`src/rtl/ras_checkpoint_queue_if.sv`:
```
// Checkpoint queue bus: push/retire/recover requests from fetch and commit,
// restore data back to the return-address stack.
interface ras_checkpoint_queue_if #(
    parameter int ENTRY_NUM     = 16,
    parameter int RAS_ENTRY_NUM = 16,
    parameter int PC_WIDTH      = 32
);
    localparam int IW = $clog2(RAS_ENTRY_NUM);
    localparam int TW = $clog2(ENTRY_NUM);

    // Handshake: a push is taken on a rising clk edge only when pushValid
    // and pushReady are both 1 in that cycle. pushReady never depends on
    // pushValid. retireValid and recoverValid have no ready; the queue
    // decides legality itself and silently drops illegal requests.
    logic                pushValid;
    logic [IW-1:0]       pushRasPtr;
    logic [PC_WIDTH-1:0] pushRasEntry;
    logic                pushReady;
    logic [TW-1:0]       pushTag;
    logic                retireValid;
    logic                recoverValid;
    logic [TW-1:0]       recoverTag;
    logic                restoreValid;
    logic [IW-1:0]       restoreRasPtr;
    logic [PC_WIDTH-1:0] restoreRasEntry;
    logic [TW:0]         count;

    modport slave (
        input  pushValid, pushRasPtr, pushRasEntry, retireValid,
               recoverValid, recoverTag,
        output pushReady, pushTag, restoreValid, restoreRasPtr,
               restoreRasEntry, count
    );

    modport master (
        output pushValid, pushRasPtr, pushRasEntry, retireValid,
               recoverValid, recoverTag,
        input  pushReady, pushTag, restoreValid, restoreRasPtr,
               restoreRasEntry, count
    );
endinterface

```
`src/rtl/ras_checkpoint_queue.sv`:
```
// Circular queue of return-address-stack checkpoints; a recover rolls the
// queue back to a slot and replays that slot's pointer/entry to the stack.
module ras_checkpoint_queue #(
    parameter int ENTRY_NUM     = 16,
    parameter int RAS_ENTRY_NUM = 16,
    parameter int PC_WIDTH      = 32
) (
    input  logic                    clk,
    input  logic                    rst,
    ras_checkpoint_queue_if.slave   bus
);
    localparam int IW = $clog2(RAS_ENTRY_NUM);
    localparam int TW = $clog2(ENTRY_NUM);
    localparam logic [TW:0] FULL = (TW+1)'(ENTRY_NUM);

    logic [TW-1:0]       head_q, head_d;
    logic [TW-1:0]       tail_q, tail_d;
    logic [TW:0]         count_q, count_d;

    logic [IW-1:0]       ptr_mem   [ENTRY_NUM];
    logic [PC_WIDTH-1:0] entry_mem [ENTRY_NUM];

    logic                restore_valid_q;
    logic [IW-1:0]       restore_ptr_q;
    logic [PC_WIDTH-1:0] restore_entry_q;

    logic [TW-1:0]       off;
    logic                recover_legal;
    logic                push_ready;
    logic                push_fire;
    logic                retire_fire;

    // Slot distance from the oldest entry; TW-bit subtraction wraps mod ENTRY_NUM.
    assign off           = bus.recoverTag - head_q;
    assign recover_legal = bus.recoverValid && ({1'b0, off} < count_q);

    assign push_ready  = (count_q != FULL) && !bus.recoverValid;
    assign push_fire   = bus.pushValid && push_ready;
    // Recovering to the head slot empties the queue, so a retire then has nothing to free.
    assign retire_fire = bus.retireValid && (count_q != '0) &&
                         !(recover_legal && (off == '0));

    always_comb begin
        head_d  = head_q;
        tail_d  = tail_q;
        count_d = count_q;
        if (recover_legal) begin
            tail_d  = bus.recoverTag;
            head_d  = head_q + TW'(retire_fire);
            count_d = {1'b0, off} - (TW+1)'(retire_fire);
        end else begin
            head_d  = head_q + TW'(retire_fire);
            tail_d  = tail_q + TW'(push_fire);
            count_d = count_q + (TW+1)'(push_fire) - (TW+1)'(retire_fire);
        end
    end

    always_ff @(posedge clk or posedge rst) begin
        if (rst) begin
            head_q  <= '0;
            tail_q  <= '0;
            count_q <= '0;
        end else begin
            head_q  <= head_d;
            tail_q  <= tail_d;
            count_q <= count_d;
        end
    end

    always_ff @(posedge clk) begin
        if (push_fire) begin
            ptr_mem[tail_q]   <= bus.pushRasPtr;
            entry_mem[tail_q] <= bus.pushRasEntry;
        end
    end

    // Pushes are blocked in recover cycles, so the read never races a write.
    always_ff @(posedge clk or posedge rst) begin
        if (rst) begin
            restore_valid_q <= 1'b0;
            restore_ptr_q   <= '0;
            restore_entry_q <= '0;
        end else begin
            restore_valid_q <= recover_legal;
            if (recover_legal) begin
                restore_ptr_q   <= ptr_mem[bus.recoverTag];
                restore_entry_q <= entry_mem[bus.recoverTag];
            end
        end
    end

    assign bus.pushReady       = push_ready;
    assign bus.pushTag         = tail_q;
    assign bus.count           = count_q;
    assign bus.restoreValid    = restore_valid_q;
    assign bus.restoreRasPtr   = restore_ptr_q;
    assign bus.restoreRasEntry = restore_entry_q;
endmodule

```
`src/flat_wrapper.sv`:
```
// flat-port wrapper written by rule: the top's interface ports become plain ports
module ras_checkpoint_queue_flat 
#(
    parameter int ENTRY_NUM     = 16,
    parameter int RAS_ENTRY_NUM = 16,
    parameter int PC_WIDTH      = 32
)
  (clk, rst, bus_pushValid, bus_pushRasPtr, bus_pushRasEntry, bus_retireValid, bus_recoverValid, bus_recoverTag, bus_pushReady, bus_pushTag, bus_restoreValid, bus_restoreRasPtr, bus_restoreRasEntry, bus_count);
  ras_checkpoint_queue_if #(.ENTRY_NUM(ENTRY_NUM), .RAS_ENTRY_NUM(RAS_ENTRY_NUM), .PC_WIDTH(PC_WIDTH)) bus_i ();
  input  logic clk;
  input  logic rst;
  input wire logic [$bits(bus_i.pushValid)-1:0] bus_pushValid;
  input wire logic [$bits(bus_i.pushRasPtr)-1:0] bus_pushRasPtr;
  input wire logic [$bits(bus_i.pushRasEntry)-1:0] bus_pushRasEntry;
  input wire logic [$bits(bus_i.retireValid)-1:0] bus_retireValid;
  input wire logic [$bits(bus_i.recoverValid)-1:0] bus_recoverValid;
  input wire logic [$bits(bus_i.recoverTag)-1:0] bus_recoverTag;
  output wire logic [$bits(bus_i.pushReady)-1:0] bus_pushReady;
  output wire logic [$bits(bus_i.pushTag)-1:0] bus_pushTag;
  output wire logic [$bits(bus_i.restoreValid)-1:0] bus_restoreValid;
  output wire logic [$bits(bus_i.restoreRasPtr)-1:0] bus_restoreRasPtr;
  output wire logic [$bits(bus_i.restoreRasEntry)-1:0] bus_restoreRasEntry;
  output wire logic [$bits(bus_i.count)-1:0] bus_count;
  assign bus_i.pushValid = bus_pushValid;
  assign bus_i.pushRasPtr = bus_pushRasPtr;
  assign bus_i.pushRasEntry = bus_pushRasEntry;
  assign bus_i.retireValid = bus_retireValid;
  assign bus_i.recoverValid = bus_recoverValid;
  assign bus_i.recoverTag = bus_recoverTag;
  assign bus_pushReady = bus_i.pushReady;
  assign bus_pushTag = bus_i.pushTag;
  assign bus_restoreValid = bus_i.restoreValid;
  assign bus_restoreRasPtr = bus_i.restoreRasPtr;
  assign bus_restoreRasEntry = bus_i.restoreRasEntry;
  assign bus_count = bus_i.count;
  ras_checkpoint_queue #(.ENTRY_NUM(ENTRY_NUM), .RAS_ENTRY_NUM(RAS_ENTRY_NUM), .PC_WIDTH(PC_WIDTH)) u_core (.clk(clk), .rst(rst), .bus(bus_i));
endmodule
```
`config.mk`:
```
export PLATFORM = sky130hd
export DESIGN_NAME = ras_checkpoint_queue_flat
export DESIGN_NICKNAME = d
export VERILOG_FILES = /design/src/rtl/ras_checkpoint_queue_if.sv /design/src/rtl/ras_checkpoint_queue.sv /design/src/flat_wrapper.sv
export SDC_FILE = /design/constraint.sdc
export NUM_CORES = 1
export LEC_CHECK = 0
export CORE_MARGIN = 4
export CORE_UTILIZATION = 55
export DETAILED_ROUTE_END_ITERATION = 8
export PLACE_DENSITY = 0.82
export SYNTH_ARGS = -nofsm -noshare
export SYNTH_HDL_FRONTEND = slang
export SYNTH_SLANG_ARGS = --single-unit
export TNS_END_PERCENT = 20
```
`constraint.sdc`:
```
create_clock -name clk -period 4.85 [get_ports clk]
set_clock_uncertainty 0.15 [all_clocks]
set_input_delay 0.7275 -clock clk [delete_from_list [all_inputs] [get_ports clk]]
set_output_delay 0.7275 -clock clk [all_outputs]
set_load 0.005 [all_outputs]
```
==> results.md, run 1 <==
- Run status: complete, no violations
- Flops & latches, synth: between 600 and 700
- Avg WL per Cell: between 20 and 30 um
- Hold Violations, Final: 0
- Seq/Total Area, Yosys: 0.771
- Gr ovfl total: 0
- Fin crit period: roughly 4.4 ns
- Number of synthesized flops with an enable pin: between 500 and 600
- Avg Cell Area, Syn: about 22 um^2
- Vias: 11860
- Setup_tns: 0 ns
- Fin nets: about 1300
- Worst-skew pair later-pin latency: ~0.60 ns
- Worst setup SP type: flip-flop
- Hpwl dp: ~28 mm
- Post-synth ARST share: 0.0799
- Die width: around 220 um
- ANT nets after route: 0
- Crit Path Class: flip-flop to flip-flop
- P&R area growth vs syn: 16.5%
- Max clock buf depth: 3
- Via/cell ratio: 6.41
- # fillers: 2661
- Critical Path End Type: flip-flop
- Slowest stage delay, CP: ~0.53 ns
- Netlist cell types: 39
- Area occupied by multi-input gates: roughly 0.0054 mm^2
- Crit-path slowest cell: or4_4
- Req. time, crit path: between 5 and 6 ns
- Post-synthesis net count: around 1200
- CTS Buf Count: between 50 and 60
- Die height: about 220 um
- Hold Path Class: input pin to asynchronous set/reset pin
- Crit Path Max Fanout: 3
- Largest net degree at the start of global routing: approximately 150
- Final Core Density: 0.649
- Max_cap viols: 0
- CTS hold repair buffers: 0
- Post-route DRC: 0
- Commonest non-fill, non-tap cell in the layout: edfxtp_1
- GRT Util Overall: 0.236
- Most frequent cells in the layout: edfxtp_1 (576), mux4_2 (144), clkdlybuf4s50_1 (89)
- Rows: between 70 and 80
- Max Freq: 227 MHz
- DR iter-0 viols: around 1600
- Layout cells sized above 1: 0.274
- Main flop type after synthesis: edfxtp_1
- Worst-path clk slew: ~0.070 ns
- Num Clock Sinks: roughly 630
- Initial antenna violation count: 4
- Pins Over Slew Limit: 0
- Power Density: 489 mW/mm^2
- Critical path arrival: 4.69 ns
- Slew @ Worst Pin: 1.02 ns
- Port bufs: 91
- Hold WS: 0.342 ns
- Final Wtd Congestion: roughly 0.79
- Synth Instances: ~1100
- Post-CTS Resized: 0
- Iteration count of the initial detailed-routing pass: 5
- WL final: about 55 mm
- CTS tree: yes
- Post-CTS Repair Setup Buffers: 0
- # IOs: 92
- H-Tree Depth: 2
- Vias in the first global route: ~12000
- Root buffer cell: clkbuf_16
- Worst vdd ir: between 300 and 400 uV
- Final period util: 0.908
- Die Area: around 0.047 mm^2
- RSZ-0062 raised after global routing: no
- Register area: 0.0185 mm^2
- Core Region: approximately 0.043 mm^2
- Max_slew headroom: 0.323
- Cell area after synthesis: 0.0241 mm^2
- LEAKAGE: 9.21 nW
- Diode count: 0
- First-pass GRT wire length: approximately 82 mm
- Setup violators final: 0
- Starting Density: 0.557
- Crit-path cells: ha_4 > inv_2 > fa_2 > xor2_2 > ha_1 > a21o_1 > a31oi_2 > nor4_1 > or4_4 > o311a_4 > ha_4 > inv_2 > ha_4 > inv_2 > fa_2 > inv_1 > a21oi_1 > o21bai_1 > xnor2_1 > mux2i_1
- Synth warn: 0
[synth_stat cells, types with 2 or more instances]
cell | number | area share
edfxtp_1 | 576 | 0.72
mux4_2 | 144 | 0.13
a22oi_1 | 72 | 0.022
dfrtp_1 | 50 | 0.052
nand2_1 | 44 | 0.0069
clkbuf_1 | 29 | 0.0045
mux2_4 | 20 | 0.012
inv_1 | 18 | 0.0028
ha_1 | 17 | 0.0088
mux2_2 | 17 | 0.0080
nor2_1 | 17 | 0.0027
buf_2 | 14 | 0.0029
xnor2_1 | 9 | 0.0033
buf_1 | 8 | 0.0012
mux2i_1 | 6 | 0.0025
xor2_1 | 5 | 0.0018
buf_6 | 4 | 0.0019
nor3_1 | 4 | 0.00083
a21oi_1 | 3 | 0.00062
mux2_1 | 3 | 0.0014
nand3_1 | 3 | 0.00062
a21o_1 | 2 | 0.00062
fa_1 | 2 | 0.0017
nand2b_1 | 2 | 0.00052
nand3b_1 | 2 | 0.00062
nor2b_1 | 2 | 0.00052
[routing by layer]
metal | GRT usage | wire length, um | vias to the layer above
met1 | 0.330 | 20100 | 6163
li1 | - | - | 4788
met2 | 0.392 | 27900 | 791
met3 | 0.0451 | 5560 | 110
met4 | 0.0606 | 1230 | 8
met5 | 0 | 55 | -
[final timing paths]
| path | depth (start not counted) | from | slack [ns] | end |
|---|---|---|---|---|
| min | 2 | rst | 0.34 | u_core.bus.restoreRasEntry[7] |
| min in group clk | 1 | u_core.head_q[2] | 0.35 | u_core.head_q[2] |
| min reg2reg | 1 | u_core.head_q[2] | 0.35 | u_core.head_q[2] |
| max | 20 | u_core.head_q[0] | 0.44 | u_core.bus.count[4] |
| max reg2reg | 20 | u_core.head_q[0] | 0.44 | u_core.bus.count[4] |
| max in group asynchronous | 3 | rst | 3.32 | u_core.bus.restoreRasEntry[20] |
[per-stage QoR]
stage | cells | instance area [um^2] | setup slack [ns] | power, mW
after floorplan | 1086 | 24200 | -0.339 | 8.17
after global placement | 1745 | 26100 | -0.0340 | 9.08
after detailed placement | 1745 | 26100 | -0.122 | 9.18
after CTS | 1850 | 28000 | 0.445 | 13.7
after global routing | 1850 | 28000 | 0.287 | 14.2
final | 1850 | 28000 | 0.444 | 13.7
[power breakdown]
| group | internal [mW] | switching [mW] | total (mW) |
|---|---|---|---|
| Combinational | 1.29 | 1.19 | 2.48 |
| Clock | 2.60 | 1.98 | 4.58 |
| Sequential | 6.37 | 0.259 | 6.63 |
[logic make-up after synthesis]
kind of cell | after synthesis | share of synthesized area
multiplexers | 190 | 0.159
AO/OA/AOI/OAI | 82 | 0.0254
XOR/XNOR | 14 | 0.00510
adder cells (fa/ha/maj) | 19 | 0.0105
flip-flops | 626 | 0.771
AND/OR/NAND/NOR | 82 | 0.0154
buffers and inverters | 73 | 0.0134
[registers in the layout, indices dropped and copies added (netlist names)]
register and flops:
u_core.bus.restoreRasPtr 4, u_core.head_q 4, u_core.entry_mem 512, u_core.bus.restoreRasEntry 32, u_core.bus.pushTag 4, u_core.bus.restoreValid 1
u_core.bus.count 5, u_core.ptr_mem 64
[cell type report]
type,instances,area share
flip-flops and latches,626,0.662
repair buffers,129,0.0487
inverters,18,0.00250
well taps,585,0.0261
clock buffers,64,0.0534
multi-input cells,387,0.193
clock inverters,41,0.0148
[worst max-delay path, delay by kind of cell, from the launching register on]
family	cells	cell delay (ns)
compound gates	5	0.96
xor+xnor	2	0.30
fa+ha+maj	6	1.56
buf+inv	4	0.19
flops	1	0.40
mux	1	0.09
simple gates	2	0.60
(Power assumes the default switching activity.)
==> run 2, diff against run 1 <==
--- a/config.mk
+++ b/config.mk
@@ -5,10 +5,11 @@
 export SDC_FILE = /design/constraint.sdc
 export NUM_CORES = 1
 export LEC_CHECK = 0
-export CORE_MARGIN = 4
+export CORE_ASPECT_RATIO = 1.4
+export CORE_MARGIN = 5
 export CORE_UTILIZATION = 55
 export DETAILED_ROUTE_END_ITERATION = 8
-export PLACE_DENSITY = 0.82
+export PLACE_DENSITY = 0.76
 export SYNTH_ARGS = -nofsm -noshare
 export SYNTH_HDL_FRONTEND = slang
 export SYNTH_SLANG_ARGS = --single-unit
==> run 2 against run 1 <==
  * First-iteration DRC count down 24%
  * Global-route usage shrank 2.1 points
  * Via count is 2.7% lower
  * Register-to-register slack got worse by 0.09 ns
==> results.md, run 2 (same netlist as run 1, synthesis figures left out) <==
- Run status: complete, no violations (unchanged)
- Fin crit period: 4.50 ns (was 4.41 ns)
- Worst reg-to-reg setup slack: 0.35 ns (was 0.44 ns)
- RSZ-0062 raised after global routing: no (unchanged)
- ANT nets after route: 0 (unchanged)
- Hold WS: 0.353 ns (was 0.342 ns)
- Worst-skew pair later-pin latency: 0.58 ns (was 0.60 ns)
- WL final: 51.5 mm (was 54.8 mm)
- GRT Util Overall: 0.214 (was 0.236)
- Fin nets: 1288 (was 1284)
- Slew @ Worst Pin: 1.15 ns (was 1.02 ns)
- Pins Over Slew Limit: 0 (unchanged)
- Final Wtd Congestion: 0.770 (was 0.789)
- Post-CTS Repair Setup Buffers: 0 (unchanged)
- Via/cell ratio: 6.34 (was 6.41)
- Die width: 187 um (was 217 um)
- Setup violators final: 0 (unchanged)
- CTS Buf Count: 55 (was 58)
- Avg WL per Cell: 28.3 um (was 29.6 um)
- FF-to-FF path depth: 20 (unchanged)
- Initial antenna violation count: 2 (was 4)
- Commonest non-fill, non-tap cell in the layout: edfxtp_1 (unchanged)
- Met2 Use GR: 0.366 (was 0.392)
- Die Area: 0.0481 mm^2 (was 0.0471 mm^2)
- Crit Path Max Fanout: 3 (unchanged)
- Worst vdd ir: 340 uV (was 349 uV)
- Largest net degree at the start of global routing: 146 (unchanged)
- Critical Path End Type: flip-flop (unchanged)
- Hpwl dp: 26.9 mm (was 28.0 mm)
- Max_slew headroom: 0.232 (was 0.323)
- Gr ovfl total: 0 (unchanged)
- Worst setup SP type: flip-flop (unchanged)
- Hold path start: u_core.head_q[2]
- Port bufs: 91 (unchanged)
- Max Freq: 222 MHz (was 227 MHz)
- Root buffer cell: clkbuf_16 (unchanged)
- Crit Path Class: flip-flop to flip-flop (unchanged)
- Final period util: 0.927 (was 0.908)
- Num Clock Sinks: 626 (unchanged)
- Core Region: 0.0432 mm^2 (about the same)
- Layout cells sized above 1: 0.268 (was 0.274)
- Vias in the first global route: 12076 (was 12334)
- Hold Violations, Final: 0 (unchanged)
- Power Density: 479 mW/mm^2 (was 489 mW/mm^2)
- Routing usage on met1: 0.296 (was 0.330)
- Req. time, crit path: 5.13 ns (about the same)
- Hold worst-path end: u_core.head_q[2]
- CTS tree: yes (unchanged)
- Met3 Use GR: 0.0367 (was 0.0451)
- Most flops, register: u_core.entry_mem (unchanged)
- Vias: 11539 (was 11860)
- Reg-to-reg endpoint: u_core.bus.count[4] (unchanged)
- Hold Path Class: flip-flop to flip-flop (was input pin to asynchronous set/reset pin)
- Iteration count of the initial detailed-routing pass: 5 (unchanged)
- Total power draw: 13.3 mW (was 13.7 mW)
- Pre-CTS WS: -0.183 ns (was -0.122 ns)
- Hold depth: 1
- # IOs: 92 (unchanged)
- Worst-path clk slew: 0.07 ns (about the same)
- CTS hold repair buffers: 0 (unchanged)
- Max_cap viols: 0 (unchanged)
- Final WS setup: 0.354 ns (was 0.444 ns)
- First-pass GRT wire length: 77.9 mm (was 81.5 mm)
- Post-route DRC: 0 (unchanged)
- Die height: 257 um (was 217 um)
- Global route hottest layer: met2 (unchanged)
- Most frequent cells in the layout: edfxtp_1 (576), mux4_2 (144), clkdlybuf4s50_1 (89) (unchanged)
- Max clock buf depth: 3 (unchanged)
- Rows: 90 (was 76)
- Max reg flops: 512 (unchanged)
- P&R area growth vs syn: 15.2% (was 16.5%)
- LEAKAGE: 9.14 nW (was 9.21 nW)
- R2R Path Start: u_core.head_q[0] (unchanged)
- DR iter-0 viols: 1244 (was 1645)
- Starting Density: 0.556 (was 0.557)
- Critical path arrival: 4.77 ns (was 4.69 ns)
- Post-CTS Resized: 0 (unchanged)
- H-Tree Depth: 2 (unchanged)
-- run 2: cell type report --
class / instances / area (um^2)
multi-input cells: 387 / 5400
flip-flops and latches: 626 / 18500
fillers: 2804 / 15500
well taps: 552 / 691
repair buffers: 136 / 1290
clock inverters: 26 / 204
clock buffers: 75 / 1510
diodes: 1 / 2.50
inverters: 18 / 70.1
-- run 2: per-layer routing --
| metal | up-vias | share of wire |
|---|---|---|
| met1 | 6121 | 0.39 |
| met2 | 564 | 0.52 |
| met5 | - | 0.00025 |
| met3 | 65 | 0.075 |
| li1 | 4787 | - |
| met4 | 2 | 0.017 |
-- run 2: worst max-delay path, stage by stage (launching register included) --
cell and delay (ns):
dfrtp_1 0.39, ha_4 0.17, inv_2 0.04, fa_2 0.41
xor2_2 0.16, ha_1 0.32, a21o_1 0.19, a31oi_2 0.21
nor4_1 0.08, or4_4 0.54, o311a_4 0.34, ha_4 0.24
inv_2 0.06, ha_4 0.13, inv_2 0.03, fa_2 0.34
inv_1 0.06, a21oi_1 0.06, o21bai_1 0.19, xnor2_1 0.14
mux2i_1 0.10
-- run 2: through the flow --
| step | cell area, um^2 | cells | setup TNS, ns | utilization |
|---|---|---|---|---|
| floorplan | 24200 | 1086 | -0.522 | - |
| global placement | 26000 | 1719 | -0.0452 | 0.601 |
| detailed placement | 26000 | 1719 | -0.183 | 0.601 |
| CTS | 27700 | 1820 | 0 | 0.641 |
| global route | 27700 | 1820 | 0 | 0.641 |
| finish | 27700 | 1821 | 0 | 0.641 |
-- run 2: worst max-delay path by stage --
stage               slack, ns  cells after the start                   to               from
finish                   0.35                     20  u_core.bus.count[4]   u_core.head_q[0]
global route             0.16                     20  u_core.bus.count[4]   u_core.head_q[0]
CTS                      0.38                     20  u_core.bus.count[4]   u_core.head_q[0]
detailed placement      -0.18                     19  u_core.bus.count[4]  bus_recoverTag[1]
global placement        -0.05                     19  u_core.bus.count[4]  bus_recoverTag[1]
floorplan               -0.34                     25  u_core.bus.count[4]  bus_recoverTag[0]
-- run 2: where the power goes --
part	internal, mW	switching, mW	leakage (nW)
Sequential	6.37	0.256	5.79
Clock	2.34	1.85	0.836
Combinational	1.28	1.18	2.52
